### src/rtl/csel_adder_pipe.sv
// Pipelined carry-select adder/subtractor: one BLOCK-bit slice resolved per stage,
// with valid/ready flow control where the whole pipeline advances or holds together.
module csel_adder_pipe #(
  parameter int WIDTH = 16,
  parameter int BLOCK = 4
) (
  input  logic             clk,
  input  logic             rst_n,
  input  logic             in_valid,
  output logic             in_ready,
  input  logic [WIDTH-1:0] a,
  input  logic [WIDTH-1:0] b,
  input  logic             cin,
  input  logic             sub,
  output logic             out_valid,
  input  logic             out_ready,
  output logic [WIDTH-1:0] sum,
  output logic             cout,
  output logic             ovf,
  output logic             busy
);

  localparam int NSTG = WIDTH / BLOCK;

  if (BLOCK < 1 || (WIDTH % BLOCK) != 0) begin : g_bad_param
    $error("csel_adder_pipe: WIDTH must be a positive multiple of BLOCK");
  end

  // Plain BLOCK-bit ripple; returns {carry_out, sum}.
  function automatic logic [BLOCK:0] ripple(
    input logic [BLOCK-1:0] x,
    input logic [BLOCK-1:0] y,
    input logic             ci
  );
    logic [BLOCK:0] r;
    logic           cy;
    r  = '0;
    cy = ci;
    for (int i = 0; i < BLOCK; i++) begin
      r[i] = x[i] ^ y[i] ^ cy;
      cy   = (x[i] & y[i]) | (cy & (x[i] ^ y[i]));
    end
    r[BLOCK] = cy;
    return r;
  endfunction

  logic             advance;
  logic [WIDTH-1:0] b_eff;
  logic             c_eff;
  logic [NSTG-1:0]  vld;

  assign advance  = !out_valid || out_ready;
  assign in_ready = advance;
  assign b_eff    = sub ? ~b : b;
  assign c_eff    = cin ^ sub;

  for (genvar k = 0; k < NSTG; k++) begin : g_stg
    // IW: operand bits still unresolved entering this stage; UW: bits passed on.
    localparam int IW = WIDTH - k * BLOCK;
    localparam int UW = IW - BLOCK;
    localparam int RW = (k + 1) * BLOCK;

    logic [IW-1:0]  a_in;
    logic [IW-1:0]  b_in;
    logic           c_in;
    logic           v_in;
    logic [BLOCK:0] r0;
    logic [BLOCK:0] r1;
    logic [BLOCK:0] rs;
    logic [RW-1:0]  s_d;
    logic [RW-1:0]  s_q;
    logic           c_q;
    logic           v_q;

    if (k == 0) begin : g_src
      assign a_in = a;
      assign b_in = b_eff;
      assign c_in = c_eff;
      assign v_in = in_valid;
      assign s_d  = rs[BLOCK-1:0];
    end else begin : g_src
      assign a_in = g_stg[k-1].g_up.a_q;
      assign b_in = g_stg[k-1].g_up.b_q;
      assign c_in = g_stg[k-1].c_q;
      assign v_in = g_stg[k-1].v_q;
      assign s_d  = {rs[BLOCK-1:0], g_stg[k-1].s_q};
    end

    // Both carry hypotheses are ready before the previous stage's carry arrives.
    assign r0 = ripple(a_in[BLOCK-1:0], b_in[BLOCK-1:0], 1'b0);
    assign r1 = ripple(a_in[BLOCK-1:0], b_in[BLOCK-1:0], 1'b1);
    assign rs = c_in ? r1 : r0;

    always_ff @(posedge clk or negedge rst_n) begin
      if (!rst_n) begin
        v_q <= 1'b0;
        c_q <= 1'b0;
        s_q <= '0;
      end else if (advance) begin
        v_q <= v_in;
        c_q <= rs[BLOCK];
        s_q <= s_d;
      end
    end

    if (UW > 0) begin : g_up
      logic [UW-1:0] a_q;
      logic [UW-1:0] b_q;
      always_ff @(posedge clk or negedge rst_n) begin
        if (!rst_n) begin
          a_q <= '0;
          b_q <= '0;
        end else if (advance) begin
          a_q <= a_in[IW-1:BLOCK];
          b_q <= b_in[IW-1:BLOCK];
        end
      end
    end else begin : g_msb
      // Carry into the MSB, recovered from the MSB sum bit and its operands.
      logic cm_q;
      always_ff @(posedge clk or negedge rst_n) begin
        if (!rst_n) begin
          cm_q <= 1'b0;
        end else if (advance) begin
          cm_q <= a_in[BLOCK-1] ^ b_in[BLOCK-1] ^ rs[BLOCK-1];
        end
      end
    end

    assign vld[k] = v_q;
  end

  assign out_valid = g_stg[NSTG-1].v_q;
  assign sum       = g_stg[NSTG-1].s_q;
  assign cout      = g_stg[NSTG-1].c_q;
  assign ovf       = g_stg[NSTG-1].g_msb.cm_q ^ g_stg[NSTG-1].c_q;
  assign busy      = |vld;

endmodule

### config.mk
export PLATFORM = sky130hd
export DESIGN_NAME = csel_adder_pipe
export DESIGN_NICKNAME = d
export VERILOG_FILES = /design/src/rtl/csel_adder_pipe.sv
export SDC_FILE = /design/constraint.sdc
export NUM_CORES = 1
export LEC_CHECK = 0
export CORE_MARGIN = 5
export CORE_UTILIZATION = 49
export DETAILED_ROUTE_END_ITERATION = 12
export PLACE_DENSITY = 0.85
export SYNTH_ARGS = -nofsm -noshare
export SYNTH_HDL_FRONTEND = slang
export SYNTH_SLANG_ARGS = --single-unit
### constraint.sdc
create_clock -name clk -period 2.25 [get_ports clk]
set_input_delay 0.225 -clock clk [delete_from_list [all_inputs] [get_ports clk]]
set_output_delay 0.225 -clock clk [all_outputs]
set_load 0.005 [all_outputs]
== Word-level counts from Yosys, hierarchy flattened ==
Cells that the tools add are included.
Cells by class
  mux-type cells: 5
  bitwise logic cells: 116
  reduce and logical (&&, ||, !) cells: 3
Operator list (number)
  $xor A1 B1 Y1: 43
  $and A1 B1 Y1: 40
  $or A1 B1 Y1: 28
  $mux W5: 4
  $mux W16: 1
  $not A16 Y16: 1
  $not A1 Y1: 4
  $reduce_or A4 Y1: 1
  $logic_not A1 Y1: 1
  $logic_or A1 B1 Y1: 1
Storage, ports and cells
  bits in registers: 97

== Longest topological paths before layout ==
Gate-level depths: netlist (run 1).
  depth in word-level cells: 11
  mapped depth: 12
  gate-level depth less buffers: 10

== Least setup slack after synthesis (run 1) ==
No wires, ideal clock.
  kind: input to register
  from: in sub
  to: reg g_stg[0].s_q[3]
  setup time: 125 ps
  data arrival time: 2610 ps
  required time: 2125 ps
  slack: -484 ps
  cell stages on the path: 12
  path buffers: 2
  path through: buf_4 -> buf_2 -> xor2_1 -> inv_1 -> ha_1 -> inv_1 -> mux2i_1 -> fa_1 -> fa_1 -> inv_1 -> fa_1 -> mux2_2
On the way
  cells in the longest elaborated chain, start to end: 9
Ends and longest elaborated chain
  from (decl): line 14  | input logic sub,
  $mux W16: line 54  | assign b_eff = sub ? ~b : b;
  $and A1 B1 Y1 or $xor A1 B1 Y1 (tied branches): line 41  | cy = (x[i] & y[i]) | (cy & (x[i] ^ y[i]));
  $or A1 B1 Y1: line 41
  $and A1 B1 Y1: line 41
  $or A1 B1 Y1: line 41
  $and A1 B1 Y1: line 41
  $or A1 B1 Y1: line 41
  $xor A1 B1 Y1: line 40  | r[i] = x[i] ^ y[i] ^ cy;
  $mux W5 *: line 92  | assign rs = c_in ? r1 : r0;
  net g_stg[0].rs[3]: line 69  | logic [BLOCK:0] rs;
  to (signal assigned): line 98  | s_q <= '0;
  to (signal assigned): line 102  | s_q <= s_d;
  to (decl): line 71  | logic [RW-1:0] s_q;
Mark *: on every way through the listed nets, which the timed path passes. The rest lies on a longest branch.
A chain may end at the register's enable or synchronous reset.

== Final worst setup path (run 1) ==
  from: reg g_stg[2].g_up.a_q[0]
  to: reg g_stg[3].g_msb.cm_q
On the way
  cells in the longest elaborated chain, start to end: 9
Ends and longest elaborated chain
  from (decl): line 107  | logic [UW-1:0] a_q;
  from (signal assigned): line 114  | a_q <= a_in[IW-1:BLOCK];
  $and A1 B1 Y1 or $xor A1 B1 Y1 (tied branches): line 41
  $or A1 B1 Y1: line 41
  $and A1 B1 Y1: line 41
  $or A1 B1 Y1: line 41
  $and A1 B1 Y1: line 41
  $or A1 B1 Y1: line 41
  $xor A1 B1 Y1: line 40
  $mux W5 *: line 92
  $xor A1 B1 Y1 *: line 125  | cm_q <= a_in[BLOCK-1] ^ b_in[BLOCK-1] ^ rs[BLOCK-1];
  to (signal assigned): line 125
  to (decl): line 120  | logic cm_q;
Mark *: on every way between the ends. The rest lies on a longest branch, timed or not.

==> results.txt, run 1 <==
----------------------------------------------------
[Outcome]
  Run status ... finished with violations
  Violated checks ... setup timing

[Placed design]
  Port Buffer Count ... 58
  Routability cong. ... just under 0.8
  DP Area ... 5121 µm²
  Number of cells in the design after placement ... 458
  Detail Placement HPWL ... 5333 µm

[Global route]
  Initial antenna violation count ... 0
  Total gr overflow ... 0
  Overall global routing resource usage ... 0.1464
  Pin count of the biggest net entering global routing ... 42
  Via count of the first global-routing pass ... 2,596
  Wire length of the first global-routing pass ... 12,880 µm

[Min path]
  Min-Delay Path Class ... in -> reg

[Setup path]
  Cell with the biggest individual delay on the critical path ... fa_1
  Maximum fanout along the worst path ... 3
  Arrival time at the worst endpoint ... ~2.7 ns
  Nature of the critical path startpoint ... flip-flop
  Worst-path cell chain ... ha_2 > inv_2 > mux2i_1 > fa_2 > fa_2 > inv_2 > fa_1 > xnor2_1 > mux2_4
  Worst EP required ... 2.50 ns
  Critical Setup Path Class ... reg -> reg
  Setup crit end kind ... flip-flop
  Delay of the slowest cell on the worst path ... between 0.4 and 0.5 ns

[Yosys]
  Count of mapped cells out of synthesis ... 295
  Count of distinct cell types in the synthesized netlist ... 19
  Register bit count reported by yosys ... 97
  Synth top area cells ... dfrtp_1 55%, mux2_2 20%, fa_1 5.5%, xor2_1 3.2%, ha_1 2.6%
  Sequential share of the synthesized area ... 0.5541
  Synthesis warning total ... 0
  Post-Synthesis Net Count ... 354
  Most area-hungry cell type in the Yosys netlist ... dfrtp_1
  Syn Area/Cell ... 14.85 µm²
  Area of the mapped netlist ... 4380 µm²
  Proportion of netlist area held by the largest area contributor ... 0.5541

[Power]
  PD cells ... 1267 nW/µm²
  Max IR drop VDD ... 0.0005752 V
  Leak ... 2.348 nW

[Die]
  Die area ... 10,930 µm²
  X dimension of the die ... 104.6 µm
  Number of top-level pins ... 59
  Initial cell density of the core ... 0.5023
  Die Ht ... 104.6 µm
  Cell row count ... 34
  Area of the core ... 8721 µm²

[Timing]
  Max Slew Vio Count ... 0
  Max-Slew Margin vs Limit ... 0.6645
  Aggregate negative setup slack ... -0.1589 ns
  Pin slew with the least headroom to its limit ... approximately 0.50 ns
  Worst path setup slack after routing ... -0.1589 ns
  Unrepaired setup endpoints after global routing ... true
  Total of endpoints with negative setup slack in the final report ... 1
  Final worst path period need ... between 2 and 2.5 ns
  Max Fclk ... 415.1 MHz
  Worst hold slack ... around 0.35 ns
  Setup clock skew after layout ... approximately 0.011 ns
  Final hold violations ... 0
  Final cycle utilization of the critical path ... 1.071

[CTS]
  Root Buffer ... clkbuf_8
  Clk Latency, worst-skew pair ... 0.36 ns
  Buffer levels on the longest clock path ... 2
  CTS Buf Count ... 9
  Clock tree from TritonCTS ... done
  Number of sinks handled by clock tree synthesis ... 97
  Maximum level of the CTS H-tree ... 3
  Clock slew at the register clock pins of the worst setup and hold paths ... 0.10 ns

[Routing]
  DRC Markers ... 0
  Iter 0 DRT Violations ... 90
  Number of routed nets with antenna violations ... 0
  Vias ... roughly 2,400
  Average wire per cell in the routed design ... 15.83 µm
  Vias per cell ... 4.979
  First-pass iteration count of the detailed router ... 4
  Aggregate routed wire length ... 7536 µm

[Finish]
  Net total in the final layout ... 422
  Final instance count without filler cells ... roughly 480
  Design area ... 5398 µm²
  Count of fill cells added during filler insertion ... 642
  Register cell area after layout ... 2427 µm²
  Antenna diode count ... 0
  Proportion of layout cells with a drive suffix above 1 ... 0.3668
  Area occupied by multi-input gates ... 1826 µm²
  Area growth syn-to-layout ... 23.22%
  Final design utilization ... 0.6189

[Run]
  Max-Cap Viols ... 0

----------------------------------------------------
==> flip-flops by register name, indices dropped and copies added (netlist names) <==
register and flops:
out_valid 1, g_stg.c_q 3, cout 1, g_stg.g_up.b_q 24, g_stg.s_q 24, g_stg.g_up.a_q 24
g_stg.v_q 3, sum 16, g_stg.g_msb.cm_q 1
==> worst paths after layout <==
| check | start | to | slack (ns) | depth (start not counted) |
|---|---|---|---|---|
| max reg2reg | g_stg[2].g_up.a_q[0] | g_stg[3].g_msb.cm_q | -0.16 | 9 |
| max in group asynchronous | rst_n | g_stg[0].g_up.a_q[4] | 1.24 | 3 |
| max | g_stg[2].g_up.a_q[0] | g_stg[3].g_msb.cm_q | -0.16 | 9 |
| min | sub | g_stg[0].g_up.b_q[0] | 0.35 | 4 |
| min in group asynchronous | rst_n | g_stg[1].g_up.a_q[4] | 0.38 | 2 |
| min reg2reg | g_stg[1].s_q[2] | g_stg[2].s_q[2] | 0.51 | 1 |
==> kinds of logic (layout without fill, tap and decap cells) <==
| kind of cell | Yosys count | in the layout | share of synthesized area |
|---|---|---|---|
| flip-flops | 97 | 97 | 0.5541 |
| multiplexers | 91 | 91 | 0.2362 |
| XOR/XNOR | 23 | 23 | 0.04941 |
| AND/OR/NAND/NOR | 12 | 12 | 0.02171 |
| adder cells (fa/ha/maj) | 21 | 21 | 0.08055 |
| AO/OA/AOI/OAI | 9 | 9 | 0.01028 |
| buffers and inverters | 42 | 115 | 0.04770 |
==> what timing repair did <==
item	CTS	global route
pin swaps	7	7
endpoints found under the hold margin	37	0
setup endpoints to repair	3	4
hold buffers	1	0
resized for setup	22	10
buffers inserted	1	0
==> metal layers <==
metal  vias up  GRT usage  routed length, µm
met2        34     0.2407               3760
li1       1114          -                  -
met3        11    0.02281                175
met5         -          0                  0
met1      1211     0.1947               3458
met4         0    0.06105                142
==> worst max-delay path, delay by kind of cell, from the launching register on <==
| kind | cells | cell delay, ns |
|---|---|---|
| xor+xnor | 1 | 0.15 |
| fa+ha+maj | 4 | 1.32 |
| buf+inv | 2 | 0.11 |
| flops | 1 | 0.41 |
| mux | 2 | 0.32 |
==> metrics by stage <==
step	setup WS (ns)	total power, W
after floorplan	-0.2713	0.004722
after global placement	-0.6025	0.005526
after detailed placement	-0.6996	0.005689
after CTS	-0.1714	0.006863
after global routing	-0.2701	0.007336
final	-0.1589	0.006842
==> cell type report <==
cell class	instances	area share
clock inverter	4	0.009968
inverter	27	0.01878
clock buffer	12	0.02503
sequential	97	0.4497
tap	108	0.02503
timing repair buffer	72	0.1333
multi-input combinational	156	0.3382
==> power breakdown <==
group	switching [W]	internal (W)	total [W]	leakage, nW
Combinational	0.00101	0.00172	0.00273	1.14
Sequential	0.000469	0.00254	0.00301	1.12
Clock	0.000589	0.000518	0.00111	0.0868
Total	0.00206	0.00478	0.00684	2.35
==> cell usage in the layout (no fill, tap or decap), types with 2 or more instances in the layout <==
cell type	Yosys	routed
dfrtp_1	97	97
mux2_2	79	77
clkdlybuf4s50_1	0	53
inv_1	27	20
xor2_1	16	15
buf_4	1	10
nor3b_1	9	9
clkbuf_8	0	9
a21oi_1	9	8
inv_2	0	7
mux2_4	5	7
fa_2	0	7
xnor2_1	6	6
mux2i_1	7	5
fa_1	12	5
ha_1	9	5
ha_2	0	3
clkbuf_1	1	3
buf_12	0	3
mux2i_4	0	2
clkinvlp_4	0	2
dlygate4sd2_1	0	2
==> synth_stat cells (all sizes together) <==
master,n
inv,27
ha,9
mux2i,7
xnor2,6
xor2,16
xor3,1
nand2b,2
fa,12
dfrtp,97
or4,1
a21oi,9
nor3b,9
buf,14
mux2,84
clkbuf,1
(Power assumes the default switching activity.)
==> inputs of run 2 (changes only) <==
- CAP_MARGIN: unset -> 20
==> results of run 2 <==
Same layout as run 1: the final DEF is identical, and so are final timing and power.
==> patch (config.mk and constraints of run 2) <==
Make the reset (`rst_n`) synchronous in 3 clocked blocks.
--- a/src/rtl/csel_adder_pipe.sv
+++ b/src/rtl/csel_adder_pipe.sv
@@ -93,3 +93,3 @@
 
-    always_ff @(posedge clk or negedge rst_n) begin
+    always_ff @(posedge clk) begin
       if (!rst_n) begin
@@ -108,3 +108,3 @@
       logic [UW-1:0] b_q;
-      always_ff @(posedge clk or negedge rst_n) begin
+      always_ff @(posedge clk) begin
         if (!rst_n) begin
@@ -120,3 +120,3 @@
       logic cm_q;
-      always_ff @(posedge clk or negedge rst_n) begin
+      always_ff @(posedge clk) begin
         if (!rst_n) begin
Formal check against the unedited RTL: differs if rst_n is asserted again (counterexample within 4 cycles, from zero or initial values and one cycle with rst_n low); with rst_n held inactive, the same outputs for 10 cycles.
==> patch against run 2 <==
- the run still ends with negative setup slack left
- critical path type unchanged
- worst setup slack improved by 91 ps
- routed wire length is 11% higher
- sequential cell count did not move
- synthesized cell count rose by 61%
- count of clock-buffer cells in the layout decreased by 1
- cell area down 3.9%
- area after synthesis down 2.1%
- cell count is 33% higher
Power is not compared: it rests on default switching activity, and its combinational part moved more than twofold at a synthesized area within 25%.
==> patch: results <==
metrics = {
    "outcome": {
        "result_of_the_run": "finished, violations left",
        "violations_in_the_final_reports": "negative setup slack",
    },
    "cts": {
        "postCtsSetupBuffers": 2,
        "cts.repair.resized": 7,
    },
    "worst_setup_path": {
        "crit_arrival_ps": 2610,
        "critical_path.max_fanout": 3,
    },
    "yosys": {
        "post_synthesis_net_count": 533,
        "post_synth_main_area_contributors": "dfxtp_1, nand2_1, a21boi_1",
        "seq_area_frac_synth_pct": 45.3,
        "netlist_instances": 474,
        "synth-xor-area-share_pct": 4.49,
        "postSynth.asyncResetShare_pct": 0,
        "synth.cells.most_frequent": "nand2_1, dfxtp_1, a21boi_1, inv_1, o211a_1",
        "synth-compound-area-share_pct": 18.7,
        "yosys-mux-area-fraction_pct": 0.233,
        "yosys.area_share.adder_pct": 8.23,
    },
    "cells_and_area": {
        "drive_above_1_share_pct": 8.94,
        "number_of_nets_in_the_final_layout": 582,
    },
    "timing": {
        "final.setup.worst_slack_ps": -68.0,
        "relSlewSlack_pct": 70.0,
        "final.setup_skew_ps": 5.30,
        "finalSetupViolCount": 1,
        "setup_tns_ps": -68.0,
    },
    "routing": {
        "final_wl_um": 8350,
        "violation_count_after_the_first_detailed_route_iteration": 162,
        "drtPass1Iterations": 7,
        "via_per_inst": 5.06,
        "vias": 3207,
    },
    "placed_design": {
        "post-place-cells": 618,
        "worst_slack_placed_ps": -617,
        "place_congestion": 0.780,
        "area_after_dpl_um2": 4920,
        "dpl.hpwl_um": 5720,
    },
    "grt": {
        "grt_util_all_layers_pct": 16.0,
        "grt_first_pass_wirelength_um": 14300,
    },
}
-- patch: cell count changes after synthesis, moves of 5 or more --
cell | run 2 | this run
nor3b_1 | 9 | 0
a21oi_1 | 9 | 1
nand2_1 | 0 | 168
a21boi_1 | 0 | 68
o211a_1 | 0 | 24
buf_4 | 1 | 9
clkbuf_1 | 1 | 8
xor2_1 | 16 | 4
mux2_4 | 5 | 0
mux2_2 | 79 | 0
dfrtp_1 | 97 | 0
mux2i_1 | 7 | 1
dfxtp_1 | 0 | 97
xnor2_1 | 6 | 18
-- patch: power groups by stage --
stage          Combinational, mW  Sequential [mW]  Clock (mW)
3_5_place_dp               0.456             1.94           0
5_1_grt                    0.526             1.91        1.34
4_1_cts                    0.467             1.90        1.26
3_3_place_gp               0.438             1.93           0
6_report                   0.464             1.90        1.24
2_1_floorplan              0.292             1.92           0
-- patch: final cells by class --
class	instances	area, µm²
repair buffers	72	717
clock buffers	11	151
inverters	25	95.1
well taps	108	135
flip-flops and latches	97	1950
clock inverters	3	65.1
multi-input cells	318	2080
fillers	715	3450
-- patch: final timing paths --
path,from,slack (ps),to,depth (start not counted)
setup / recovery,g_stg[2].g_up.a_q[0],-70,g_stg[3].g_msb.cm_q,10
hold / removal,rst_n,310,g_stg[0].s_q[1],2
setup reg to reg,g_stg[2].g_up.a_q[0],-70,g_stg[3].g_msb.cm_q,10
hold reg to reg,sum[7],450,sum[7],2
-- patch: layer usage --
| metal | up-vias | GRT usage (%) | routed length, µm |
|---|---|---|---|
| li1 | 1605 | - | - |
| met1 | 1504 | 19.7 | 3620 |
| met2 | 78 | 26.0 | 4100 |
| met3 | 20 | 4.23 | 368 |
| met4 | 0 | 7.97 | 269 |
| met5 | - | 0 | 0 |
